<file path="config.mk">
export PLATFORM = sky130hd
export DESIGN_NAME = baccarat_sequencer
export DESIGN_NICKNAME = d
export VERILOG_FILES = /design/src/rtl/baccarat_sequencer.sv
export SDC_FILE = /design/constraint.sdc
export NUM_CORES = 1
export LEC_CHECK = 0
export ABC_AREA = 1
export BUFFER_PORTS_ARGS = -buffer_cell sky130_fd_sc_hd__buf_2
export CORE_AREA = 3 3 40 42
export CTS_BUF_LIST = sky130_fd_sc_hd__clkbuf_4
export DETAILED_ROUTE_END_ITERATION = 8
export DIE_AREA = 0 0 43 45
export PLACE_DENSITY_LB_ADDON = 0.3
export SLEW_MARGIN = 20
export SYNTH_ARGS = -nofsm -noshare
export SYNTH_HDL_FRONTEND = slang
export SYNTH_SLANG_ARGS = --single-unit
</file>
<file path="constraint.sdc">
create_clock -name slow_clock -period 3.33 [get_ports slow_clock]
set_clock_uncertainty 0.2 [all_clocks]
set_input_delay 0.666 -clock slow_clock [delete_from_list [all_inputs] [get_ports slow_clock]]
set_output_delay 0.666 -clock slow_clock [all_outputs]
set_load 0.1 [all_outputs]
</file>
<file path="src/rtl/baccarat_sequencer.sv">
// Baccarat round controller: one card load per slow_clock edge,
// third-card rules on datapath scores, then win lights in DONE.
module baccarat_sequencer #(
  parameter logic [3:0] NATURAL      = 4'd8,
  parameter logic [3:0] PLAYER_STAND = 4'd6
) (
  input  logic       slow_clock,
  input  logic       reset,
  input  logic [3:0] pscore,
  input  logic [3:0] dscore,
  input  logic [3:0] pcard3,
  output logic       load_pcard1,
  output logic       load_pcard2,
  output logic       load_pcard3,
  output logic       load_dcard1,
  output logic       load_dcard2,
  output logic       load_dcard3,
  output logic       player_win_light,
  output logic       dealer_win_light,
  output logic       round_done
);

  typedef enum logic [3:0] {
    DEAL_P1, DEAL_D1, DEAL_P2, DEAL_D2,
    CHECK, DEAL_P3, P3_EVAL, DEAL_D3, DONE
  } state_t;

  state_t     state_q, state_d;
  logic [3:0] v;
  logic       d_draw;

  // Dealer draw decision once the player has taken a third card
  always_comb begin
    v      = (pcard3 >= 4'd10) ? 4'd0 : pcard3;
    d_draw = 1'b0;
    unique case (1'b1)
      (dscore <= 4'd2): d_draw = 1'b1;
      (dscore == 4'd3): d_draw = (v != 4'd8);
      (dscore == 4'd4): d_draw = (v >= 4'd2) && (v <= 4'd7);
      (dscore == 4'd5): d_draw = (v >= 4'd4) && (v <= 4'd7);
      (dscore == 4'd6): d_draw = (v >= 4'd6) && (v <= 4'd7);
      default:          d_draw = 1'b0;
    endcase
  end

  // State register
  always_ff @(posedge slow_clock or posedge reset) begin
    if (reset) state_q <= DEAL_P1;
    else       state_q <= state_d;
  end

  // Next state and Moore outputs
  always_comb begin
    state_d          = state_q;
    load_pcard1      = 1'b0;
    load_pcard2      = 1'b0;
    load_pcard3      = 1'b0;
    load_dcard1      = 1'b0;
    load_dcard2      = 1'b0;
    load_dcard3      = 1'b0;
    player_win_light = 1'b0;
    dealer_win_light = 1'b0;
    round_done       = 1'b0;
    unique case (state_q)
      DEAL_P1: begin
        load_pcard1 = 1'b1;
        state_d     = DEAL_D1;
      end
      DEAL_D1: begin
        load_dcard1 = 1'b1;
        state_d     = DEAL_P2;
      end
      DEAL_P2: begin
        load_pcard2 = 1'b1;
        state_d     = DEAL_D2;
      end
      DEAL_D2: begin
        load_dcard2 = 1'b1;
        state_d     = CHECK;
      end
      CHECK: begin
        if (pscore >= NATURAL || dscore >= NATURAL)
          state_d = DONE;
        else if (pscore < PLAYER_STAND)
          state_d = DEAL_P3;
        else if (dscore <= 4'd5)
          state_d = DEAL_D3;
        else
          state_d = DONE;
      end
      DEAL_P3: begin
        load_pcard3 = 1'b1;
        state_d     = P3_EVAL;
      end
      P3_EVAL: begin
        state_d = d_draw ? DEAL_D3 : DONE;
      end
      DEAL_D3: begin
        load_dcard3 = 1'b1;
        state_d     = DONE;
      end
      DONE: begin
        round_done       = 1'b1;
        player_win_light = (pscore >= dscore);
        dealer_win_light = (dscore >= pscore);
      end
      default: state_d = DEAL_P1;
    endcase
  end

endmodule

</file>
Word level (Yosys, flattened, before mapping)

Index checks and enable logic that the tools add are counted.

$lt $le $gt $ge: 12
Equality and inequality tests: 13
Muxes and demuxes: 16
Reduce and logical (&&, ||, !) cells: 5

Operators by type and width:

| operator             | number |
|---|---|
| $pmux W4 S9          | 1 |
| $eq A4 B3 Y1 const B | 7 |
| $mux W4              | 5 |
| $eq A4 B2 Y1 const B | 3 |
| $ge A4 B4 Y1 const B | 3 |
| $mux W1              | 9 |
| $ge A4 B3 Y1 const B | 2 |
| $ge A4 B4 Y1         | 2 |
| $le A4 B3 Y1 const B | 2 |
| $pmux W1 S5          | 1 |
| $eq A4 B1 Y1 const B | 1 |
| $eq A4 B4 Y1 const B | 1 |
| $ge A4 B2 Y1 const B | 1 |
| $le A4 B2 Y1 const B | 1 |
| $logic_not A4 Y1     | 1 |
| $lt A4 B3 Y1 const B | 1 |
| $ne A4 B4 Y1 const B | 1 |
| $logic_and A1 B1 Y1  | 3 |
| $logic_or A1 B1 Y1   | 1 |

Register bits: 4
Input bits: 14
Output and inout port bits: 9

Depth between registers and ports, before layout

Gate-level depths: netlist (run 1).

Depth in word-level cells: 7
Gate-level depth with buffers: 8
Depth with buffers taken out: 8

Least setup slack after synthesis (run 1)

OpenSTA, ideal clock, no wires.

Path type: register -> output
From: register state_q[0]
To: output player_win_light
Arrival: 2.769 ns
Required time: 2.464 ns
Path slack: -0.305 ns
Cell stages (with the launch flop): 6
Path buffers: 0
Path through: dfrtp_1 > inv_2 > nand2_2 > nor3_2 > inv_2 > a21oi_2

Longest elaborated chain between the ends: 2

Ends and longest elaborated chain:

| what                   | RTL line | text |
|---|---|---|
| from (decl)            | 28       | `state_t state_q, state_d;` |
| from (signal assigned) | 49       | `else state_q <= state_d;` |
| $eq A4 B4 Y1           | 64       | `unique case (state_q)` |
| $mux W1                | 64       |  |
| to (decl)              | 18       | `output logic player_win_light,` |

No other way between the ends.

Final worst setup path (run 1)

From: input pscore[1]
To: output player_win_light

Longest elaborated chain between the ends: 2

Ends and longest elaborated chain:

| what         | RTL line | text |
|---|---|---|
| from (decl)  | 9        | `input logic [3:0] pscore,` |
| $ge A4 B4 Y1 | 104      | `player_win_light = (pscore >= dscore);` |
| $mux W1      | 64       |  |

No other way between the ends.

==> reports/metrics.cfg, run 1 <==
[clock_tree]
postCtsSetupRepairBufs=0
cts_buffers=3
cts_resized=0
cts_tree=built
clockBufferDepth=2
h-tree-depth=1
root_buffer=clkbuf_4
clock_latency_ps=240
clock-sinks=4
hold_buffers=0
clk_pin_slew_ps=40

[synth]
ys_top_cells_by_area=dfrtp_1, nand2_1, inv_1, ha_1, nand3_1
avgSynthCellArea_um2=6.08
yosys_register_bits=4
synth_top_area_cell=dfrtp_1
synth_cell_type_count=16
syn_area_um2=474
ys_warn_count=0
synth.top_cell.area_share_pct=21.1
postSynthCellCount=78
yosysSeqAreaShare_pct=21.1
synthesis.nets=96

[worst_setup_path]
critPathArrivalTime_ps=2000
critPathKind=primary input to primary output
ff2ff_path_depth=5
critical_path.max_fanout=2
worstPathRequired_ps=2460
cp-start-kind=primary input
end_kind=primary output

[layout]
drive_gt1_share_pct=35.9
regMostFlops=state_q
n_fill_cell=143
n_antenna_cell=0
multi_input_area_um2=313
reg_top3=state_q (4)
largest_reg_flops=4
regArea_um2=100
syn2layout_area_growth_pct=33.2
layout_commonest_cell=buf_2
final_nets=123
final_cell_mix=buf_2, nand2_1, inv_1, nor2_1, nand3_1

[drt]
drt_pass1_iterations=2
wire_per_inst_um=9.10
drt-initial-drc-count=7
vias_per_cell=4.70
vias=555
wl_mm=1.07
antenna_left=0
drc_errors=0

[timing]
slew_viol_final=0
slew_headroom_pct=67.8
setup_viol=0
setup_slack_ps=463
whs_ps=103
fin_crit_sh_pct=86.1
rsz0062_at_grt=false
max_freq_mhz=349
final-hold-violation-count=0
worst_slew_pin_slew_ps=486
period_needed_ps=2870

[worst_hold_path]
hold_class=primary input to asynchronous set/reset pin

[placed_design]
numPortBuffers=22
dp_slack_ps=455
finalWeightedCongestion=0.851
dp_hpwl_um=972

[die]
core_region_area_mm2=0.00128
initial_core_util_pct=36.9
num_rows=13
die_area_mm2=0.00194
die_w_um=43
die_h_um=45
pin_count=23

[grt]
grt_max_degree=6
grt_pass1_vias=484
grt_pass1_wl_mm=1.84
overflow=0
grt_usage_pct=12.5
antenna_found_initial=0

[job]
cap_violations=0

[run_status]
status=complete, no violations

[power_and_ir_drop]
p_per_area_mw_per_mm2=1000
vdd_ir_drop_max_uv=595
leakage_nw=0.395

## metrics by stage
step | TNS, ps | utilization [%] | total power [mW] | cells | area, µm²
floorplan | -449 | - | 0.509 | 78 | 480
detailed placement | 0 | 47.4 | 0.577 | 115 | 609
global placement | 0 | 47.4 | 0.574 | 115 | 609
finish | 0 | 49.2 | 0.633 | 118 | 632
CTS | 0 | 49.2 | 0.640 | 118 | 632
global route | 0 | 49.2 | 0.678 | 118 | 632
## power breakdown
part           internal [mW]  switching [mW]
clock                 0.0402          0.0190
sequential            0.0723          0.0203
combinational         0.0873           0.394
## routing by layer
metal	routed length [µm]	vias up	GRT usage [%]	part of all wire, %
met1	486	246	15.7	45
met3	61	0	6.37	5.7
li1	-	296	-	-
met4	0	0	1.81	0
met2	526	13	19.8	49
met5	0	-	0	0
## synthesized netlist by cell type (all sizes together)
master   n
a21oi    4
dfrtp    4
ha       4
inv     18
nand2   19
nand3    8
nand3b   1
nor2    11
nor3     6
o21ai    2
o21bai   1
## worst paths after layout
path / start / to / slack (ps)
max: pscore[1] / player_win_light / 460
min: reset / state_q[3]$_DFFE_PP0N_ / 100
max reg2reg: state_q[3]$_DFFE_PP0N_ / state_q[0]$_DFFE_PP0N_ / 2020
min reg2reg: state_q[3]$_DFFE_PP0N_ / state_q[0]$_DFFE_PP0N_ / 390
max in group asynchronous: reset / state_q[1]$_DFFE_PP0N_ / 2670
min in group slow_clock: state_q[3]$_DFFE_PP0N_ / state_q[0]$_DFFE_PP0N_ / 390
## worst max-delay path, stage by stage
cell and delay, ps:
buf_2 80, inv_1 30, ha_1 290, inv_1 60, nor2_1 30, o21ai_0 190
nand2_1 100, a21oi_2 120, buf_2 430
## cell type report
class	count	share of cell area, %
inverter	18	10.7
tap	15	2.97
sequential	4	15.8
timing repair buffer	22	17.4
multi-input combinational	56	49.5
clock buffer	3	3.56
## cells by family after synthesis
family	Yosys count	share of synthesized area, %
AO/OA/AOI/OAI	7	8.71
adder cells (fa/ha/maj)	4	10.6
buffers and inverters	18	14.2
flip-flops	4	21.1
AND/OR/NAND/NOR	45	45.4
No activity file was read; power rests on OpenSTA's default activity.
==> run 2, diff against run 1 <==
--- a/config.mk
+++ b/config.mk
@@ -12,6 +12,7 @@
 export DETAILED_ROUTE_END_ITERATION = 8
 export DIE_AREA = 0 0 43 45
 export PLACE_DENSITY_LB_ADDON = 0.3
+export RECOVER_POWER = 100
 export SLEW_MARGIN = 20
 export SYNTH_ARGS = -nofsm -noshare
 export SYNTH_HDL_FRONTEND = slang
==> reports/metrics.cfg, run 2 (synthesis results as in run 1) <==
[run_status]
status=complete, no violations

[worst_setup_path]
crit_slowest_cell=clkbuf_2
path_buf_inv=4  ; unchanged
max_stage_delay_ps=460  ; +30 ps
ff2ff_path_depth=5  ; unchanged
critPathLaunch=pscore[1]
cp-endpoint=player_win_light
cp-start-kind=primary input
critical_path.max_fanout=2  ; unchanged
end_kind=primary output
cpMostUsedCell=inv_1
critPathArrivalTime_ps=2040  ; +40 ps
path_delay_family=buffers and inverters
r2r-end=state_q[0]$_DFFE_PP0N_
critical_path_depth=9  ; unchanged
worstPathRequired_ps=2460  ; about the same
crit_chain=buf_2 -> inv_1 -> ha_1 -> inv_1 -> nor2_1 -> o21ai_0 -> nand2_1 -> a21oi_2 -> clkbuf_2
rrSetupSlack_ps=2020  ; about the same
r2r_start=state_q[3]$_DFFE_PP0N_
critPathKind=primary input to primary output

[grt]
grt_max_degree=6  ; unchanged
grt_usage_pct=12.5  ; unchanged
grt_pass1_vias=484  ; unchanged
antenna_found_initial=0  ; unchanged
overflow=0  ; unchanged
grt_pass1_wl_mm=1.84  ; unchanged

[job]
cap_violations=0  ; unchanged

[power_and_ir_drop]
p_sw_share_pct=69.6  ; +1.1 points
p_comb_share_pct=75.7  ; -0.3 points
leakage_nw=0.363  ; -8.3%
power_frac_seq_pct=14.8  ; +0.2 points
switchingPower_uw=434  ; +0.14%
finalPower_uw=624  ; -1.5%
p_per_area_mw_per_mm2=1000  ; +0.13%
vdd_ir_drop_max_uv=585  ; -1.6%
cell_internal_pwr_uw=190  ; -4.9%
p_clk_share_pct=9.5  ; about the same

[placed_design]
numPortBuffers=22  ; unchanged
place_area_um2=609  ; unchanged
finalWeightedCongestion=0.851  ; unchanged
dp_hpwl_um=972  ; unchanged

[drt]
wl_mm=1.07  ; -0.84%
drt-initial-drc-count=7  ; unchanged
drt_pass1_iterations=2  ; unchanged
vias=554  ; -0.18%
antenna_left=0  ; unchanged
vias_per_cell=4.69  ; -0.18%
drc_errors=0  ; unchanged
wire_per_inst_um=9.03  ; -0.84%

[clock_tree]
cts_tree=built
clk_pin_slew_ps=40  ; about the same
root_buffer=clkbuf_4
postCtsSetupRepairBufs=0  ; unchanged
cts_buffers=3  ; unchanged
clock-sinks=4  ; unchanged
hold_buffers=0  ; unchanged
cts_resized=0  ; unchanged
clock_latency_ps=240  ; about the same
h-tree-depth=1  ; unchanged
clockBufferDepth=2  ; unchanged

[layout]
syn2layout_area_growth_pct=31.1
final_nets=123  ; unchanged
reg_top3=state_q (4)
n_antenna_cell=0  ; unchanged
postLayoutCellArea_um2=622  ; -1.6%
n_fill_cell=144  ; +0.70%
largest_reg_flops=4  ; unchanged
regMostFlops=state_q
layout_commonest_cell=nand2_1
drive_gt1_share_pct=28.2  ; -7.8 points
final_cell_mix=nand2_1, inv_1, buf_2, nor2_1

[timing]
period_needed_ps=2900  ; +36.2 ps
slew_headroom_pct=22.8  ; -45 points
tns_ps=0  ; unchanged
setup_viol=0  ; unchanged
whs_ps=104  ; +0.282 ps
max_freq_mhz=344  ; -1.2%
worst_slew_pin_slew_ps=1160  ; +677 ps
rsz0062_at_grt=false
fin_crit_sh_pct=87.2  ; +1.1 points
slew_viol_final=0  ; unchanged
final-hold-violation-count=0  ; unchanged

[worst_hold_path]
hold_class=primary input to asynchronous set/reset pin

[die]
die_area_mm2=0.00194  ; unchanged
initial_core_util_pct=36.9  ; unchanged
die_h_um=45  ; unchanged
pin_count=23  ; unchanged
core_region_area_mm2=0.00128  ; unchanged
num_rows=13  ; unchanged
die_w_um=43  ; unchanged

[run 2: cell types whose count changed in the layout (fill, tap and decap cells not counted), sizes merged]
cell    previous run  this run
clkbuf             3        13
buf               22        12
[run 2: worst min path at each step]
stage	startpoint	endpoint	slack, ps	cells past startpoint
after CTS	reset	state_q[3]$_DFFE_PP0N_	90	2
after global routing	reset	state_q[1]$_DFFE_PP0N_	110	2
after detailed placement	reset	state_q[3]$_DFFE_PP0N_	350	2
after floorplan	reset	state_q[0]$_DFFE_PP0N_	230	1
final	reset	state_q[3]$_DFFE_PP0N_	100	2
after global placement	reset	state_q[3]$_DFFE_PP0N_	350	2
[run 2: per-layer routing]
layer	track usage [%]	part of all wire [%]
met4	1.81	0
met5	0	0
met2	19.8	49
met1	15.7	45
met3	6.37	5.8
[run 2: worst register-to-register path: cells and delay by family (launching register included)]
family / cells / cell delay (ps)
simple gates: 4 / 530
flops: 1 / 380
buf+inv: 1 / 130
[run 2: final cells by class]
type / instances / area [µm²] / area share, %
multi-input cells: 56 / 313 / 50.3
flip-flops and latches: 4 / 100 / 16.1
repair buffers: 22 / 100 / 16.1
inverters: 18 / 67.6 / 10.9
clock buffers: 3 / 22.5 / 3.62
well taps: 15 / 18.8 / 3.02
[run 2: metrics by stage]
step	std cells	setup WS (ps)	util (%)
global placement	115	497	47.4
CTS	118	455	49.2
finish	118	427	48.4
floorplan	78	-225	-
global route	118	285	48.4
detailed placement	115	455	47.4
[run 2: power by group through the flow]
stage	sequential, mW	combinational, mW	clock (mW)
4_1_cts	0.0923	0.485	0.0634
2_1_floorplan	0.0903	0.419	0
3_5_place_dp	0.0931	0.484	0
5_1_grt	0.0943	0.505	0.0692
6_report	0.0926	0.472	0.0592
3_3_place_gp	0.0928	0.481	0
==> run 3, diff against run 2 <==
--- a/config.mk
+++ b/config.mk
@@ -5,7 +5,6 @@
 export SDC_FILE = /design/constraint.sdc
 export NUM_CORES = 1
 export LEC_CHECK = 0
-export ABC_AREA = 1
 export BUFFER_PORTS_ARGS = -buffer_cell sky130_fd_sc_hd__buf_2
 export CORE_AREA = 3 3 40 42
 export CTS_BUF_LIST = sky130_fd_sc_hd__clkbuf_4
==> reports/metrics.cfg, run 3 <==
[run_status]
status=complete, no violations

[layout]
regMostFlops=state_q
n_antenna_cell=0  ; unchanged
final_cell_mix=buf_2, inv_1, nor2_1, clkbuf_1, nand2_1
drive_gt1_share_pct=28.2  ; +0.080 points
reg_top3=state_q (4)
final_nets=105  ; -15%
n_fill_cell=139  ; -3.5%
largest_reg_flops=4  ; unchanged
syn2layout_area_growth_pct=26.5
final_cells=100  ; -15%
layout_commonest_cell=buf_2

[clock_tree]
hold_buffers=0  ; unchanged
clock-sinks=4  ; unchanged
h-tree-depth=1  ; unchanged
clk_pin_slew_ps=40  ; about the same
cts_buffers=3  ; unchanged
cts_resized=0  ; unchanged
clockBufferDepth=2  ; unchanged
root_buffer=clkbuf_4
postCtsSetupRepairBufs=0  ; unchanged
cts_tree=built
clock_latency_ps=230  ; about the same

[drt]
vias=550  ; -0.72%
drt_pass1_iterations=4  ; +2
vias_per_cell=5.50  ; +17%
wire_per_inst_um=11.6  ; +28%
drc_errors=0  ; unchanged
met1_length_um=513  ; +6.9%
wl_met2_um=554  ; +6.1%
wl_met3_um=88  ; +42%
wl_mm=1.16  ; +8.5%
top_layer=met3
drt-initial-drc-count=16  ; +9
antenna_left=0  ; unchanged

[placed_design]
dp.cells=97  ; -16%
numPortBuffers=22  ; unchanged
dp_slack_ps=351  ; -104 ps
dp_hpwl_um=964  ; -0.84%
finalWeightedCongestion=0.780  ; -8.4%

[synth]
yosys_register_bits=4  ; unchanged
synth_enable_flop_cells=0  ; unchanged
synthesis.nets=80  ; -17%
syn_area_um2=485  ; +2.4%
synth_cell_type_count=30  ; +14
synth-main-ff-cell=dfrtp_1
postSynthCellCount=62  ; -21%
synthTopCellsByCount=inv_1, nor2_1, nand2_1
yosysMostFrequentCell=inv_1
async_reset_ff_share_pct=100  ; unchanged
synth.top_cell.area_share_pct=20.6  ; -0.49 points
ys_top_cells_by_area=dfrtp_1, ha_1, inv_1, nor2_1, o21a_1
synth_top_area_cell=dfrtp_1
yosysSeqAreaShare_pct=20.6  ; -0.49 points
ys_warn_count=0  ; unchanged
avgSynthCellArea_um2=7.83  ; +29%

[die]
die_area_mm2=0.00194  ; unchanged
pin_count=23  ; unchanged
die_h_um=45  ; unchanged
core_region_area_mm2=0.00128  ; unchanged
num_rows=13  ; unchanged
initial_core_util_pct=37.8  ; +0.88 points
die_w_um=43  ; unchanged

[power_and_ir_drop]
vdd_ir_drop_max_uv=783  ; +34%
leakage_nw=0.293  ; -19%
p_per_area_mw_per_mm2=1020  ; +1.6%

[worst_setup_path]
path_delay_family=compound AO/OA/AOI/OAI gates
critPathArrivalTime_ps=2180  ; +140 ps
cpMostUsedCell=o21a_1
path_buf_inv=3  ; -1
end_kind=primary output
r2r-end=state_q[2]$_DFFE_PP0N_
critPathKind=primary input to primary output
ff2ff_path_depth=3  ; -2
cp-start-kind=primary input
worstPathRequired_ps=2460  ; about the same
critical_path.max_fanout=3  ; +1
r2r_start=state_q[0]$_DFFE_PP0N_
crit_slowest_cell=clkbuf_2
rrSetupSlack_ps=1560  ; -460 ps
crit_chain=buf_2 -> inv_1 -> ha_1 -> nor2b_1 -> o21a_1 -> o21a_1 -> o31a_1 -> clkbuf_2
max_stage_delay_ps=370  ; -90 ps

[timing]
slew_viol_final=0  ; unchanged
final-hold-violation-count=0  ; unchanged
max_freq_mhz=329  ; -4.6%
fin_crit_sh_pct=91.4  ; +4.2 points
period_needed_ps=3040  ; +141 ps
worst_slew_pin_slew_ps=1170  ; +7.67 ps
setup_viol=0  ; unchanged
slew_headroom_pct=22.3  ; -0.51 points
setup_slack_ps=286  ; -141 ps
rsz0062_at_grt=false

[grt]
overflow=0  ; unchanged
grt_pass1_wl_mm=2.07  ; +13%
grt_pass1_vias=520  ; +7.4%
grt_usage_pct=13.7  ; +1.2 points
grt_max_degree=11  ; +5
antenna_found_initial=0  ; unchanged

[worst_hold_path]
hold_class=primary input to asynchronous set/reset pin

[job]
cap_violations=0  ; unchanged

==> run 3: layout make-up <==
class | instances | area, µm² | share of cell area, %
Sequential cell | 4 | 100 | 16.3
Clock buffer | 3 | 22.5 | 3.67
Tap cell | 15 | 18.8 | 3.05
Timing Repair Buffer | 22 | 100 | 16.3
Inverter | 9 | 33.8 | 5.50
Multi-Input combinational cell | 47 | 339 | 55.2
==> run 3: worst max path at each step <==
stage | start | end | slack [ps] | depth (start not counted)
global route | pscore[1] | dealer_win_light | 190 | 8
CTS | pscore[1] | player_win_light | 340 | 8
floorplan | state_q[1]$_DFFE_PP0N_ | player_win_light | -40 | 5
global placement | pscore[1] | player_win_light | 370 | 8
finish | pscore[1] | dealer_win_light | 290 | 8
detailed placement | pscore[1] | player_win_light | 350 | 8
==> run 3: per-layer routing <==
| metal | track usage (%) | vias up |
|---|---|---|
| li1 | - | 274 |
| met1 | 17.0 | 254 |
| met2 | 23.4 | 22 |
| met3 | 5.18 | 0 |
| met4 | 1.81 | 0 |
| met5 | 0 | - |
==> run 3: per-stage QoR <==
step	cell area (µm²)	hold WS [ps]	setup TNS, ps	total power [mW]	util, %
2_1_floorplan	504	232	-39.8	0.530	-
3_3_place_gp	621	339	0	0.593	48.3
3_5_place_dp	621	336	0	0.594	48.3
4_1_cts	643	99.3	0	0.657	50.0
5_1_grt	614	114	0	0.674	47.8
6_report	614	106	0	0.627	47.8
==> run 3: cell families after synthesis <==
kind of cell	share of synthesized area, %
adders and majority gates	10.3
buffers and inverters	9.54
AOI/OAI and AO/OA	30.7
and+or+nand+nor	26.5
muxes	2.32
DFF	20.6
==> run 3: where the power goes <==
| part | internal, mW | total, mW | leakage (nW) | switching, mW |
|---|---|---|---|---|
| sequential | 0.0717 | 0.121 | 0.0504 | 0.0497 |
| clock | 0.0402 | 0.0588 | 0.0138 | 0.0185 |
| combinational | 0.0930 | 0.446 | 0.229 | 0.353 |
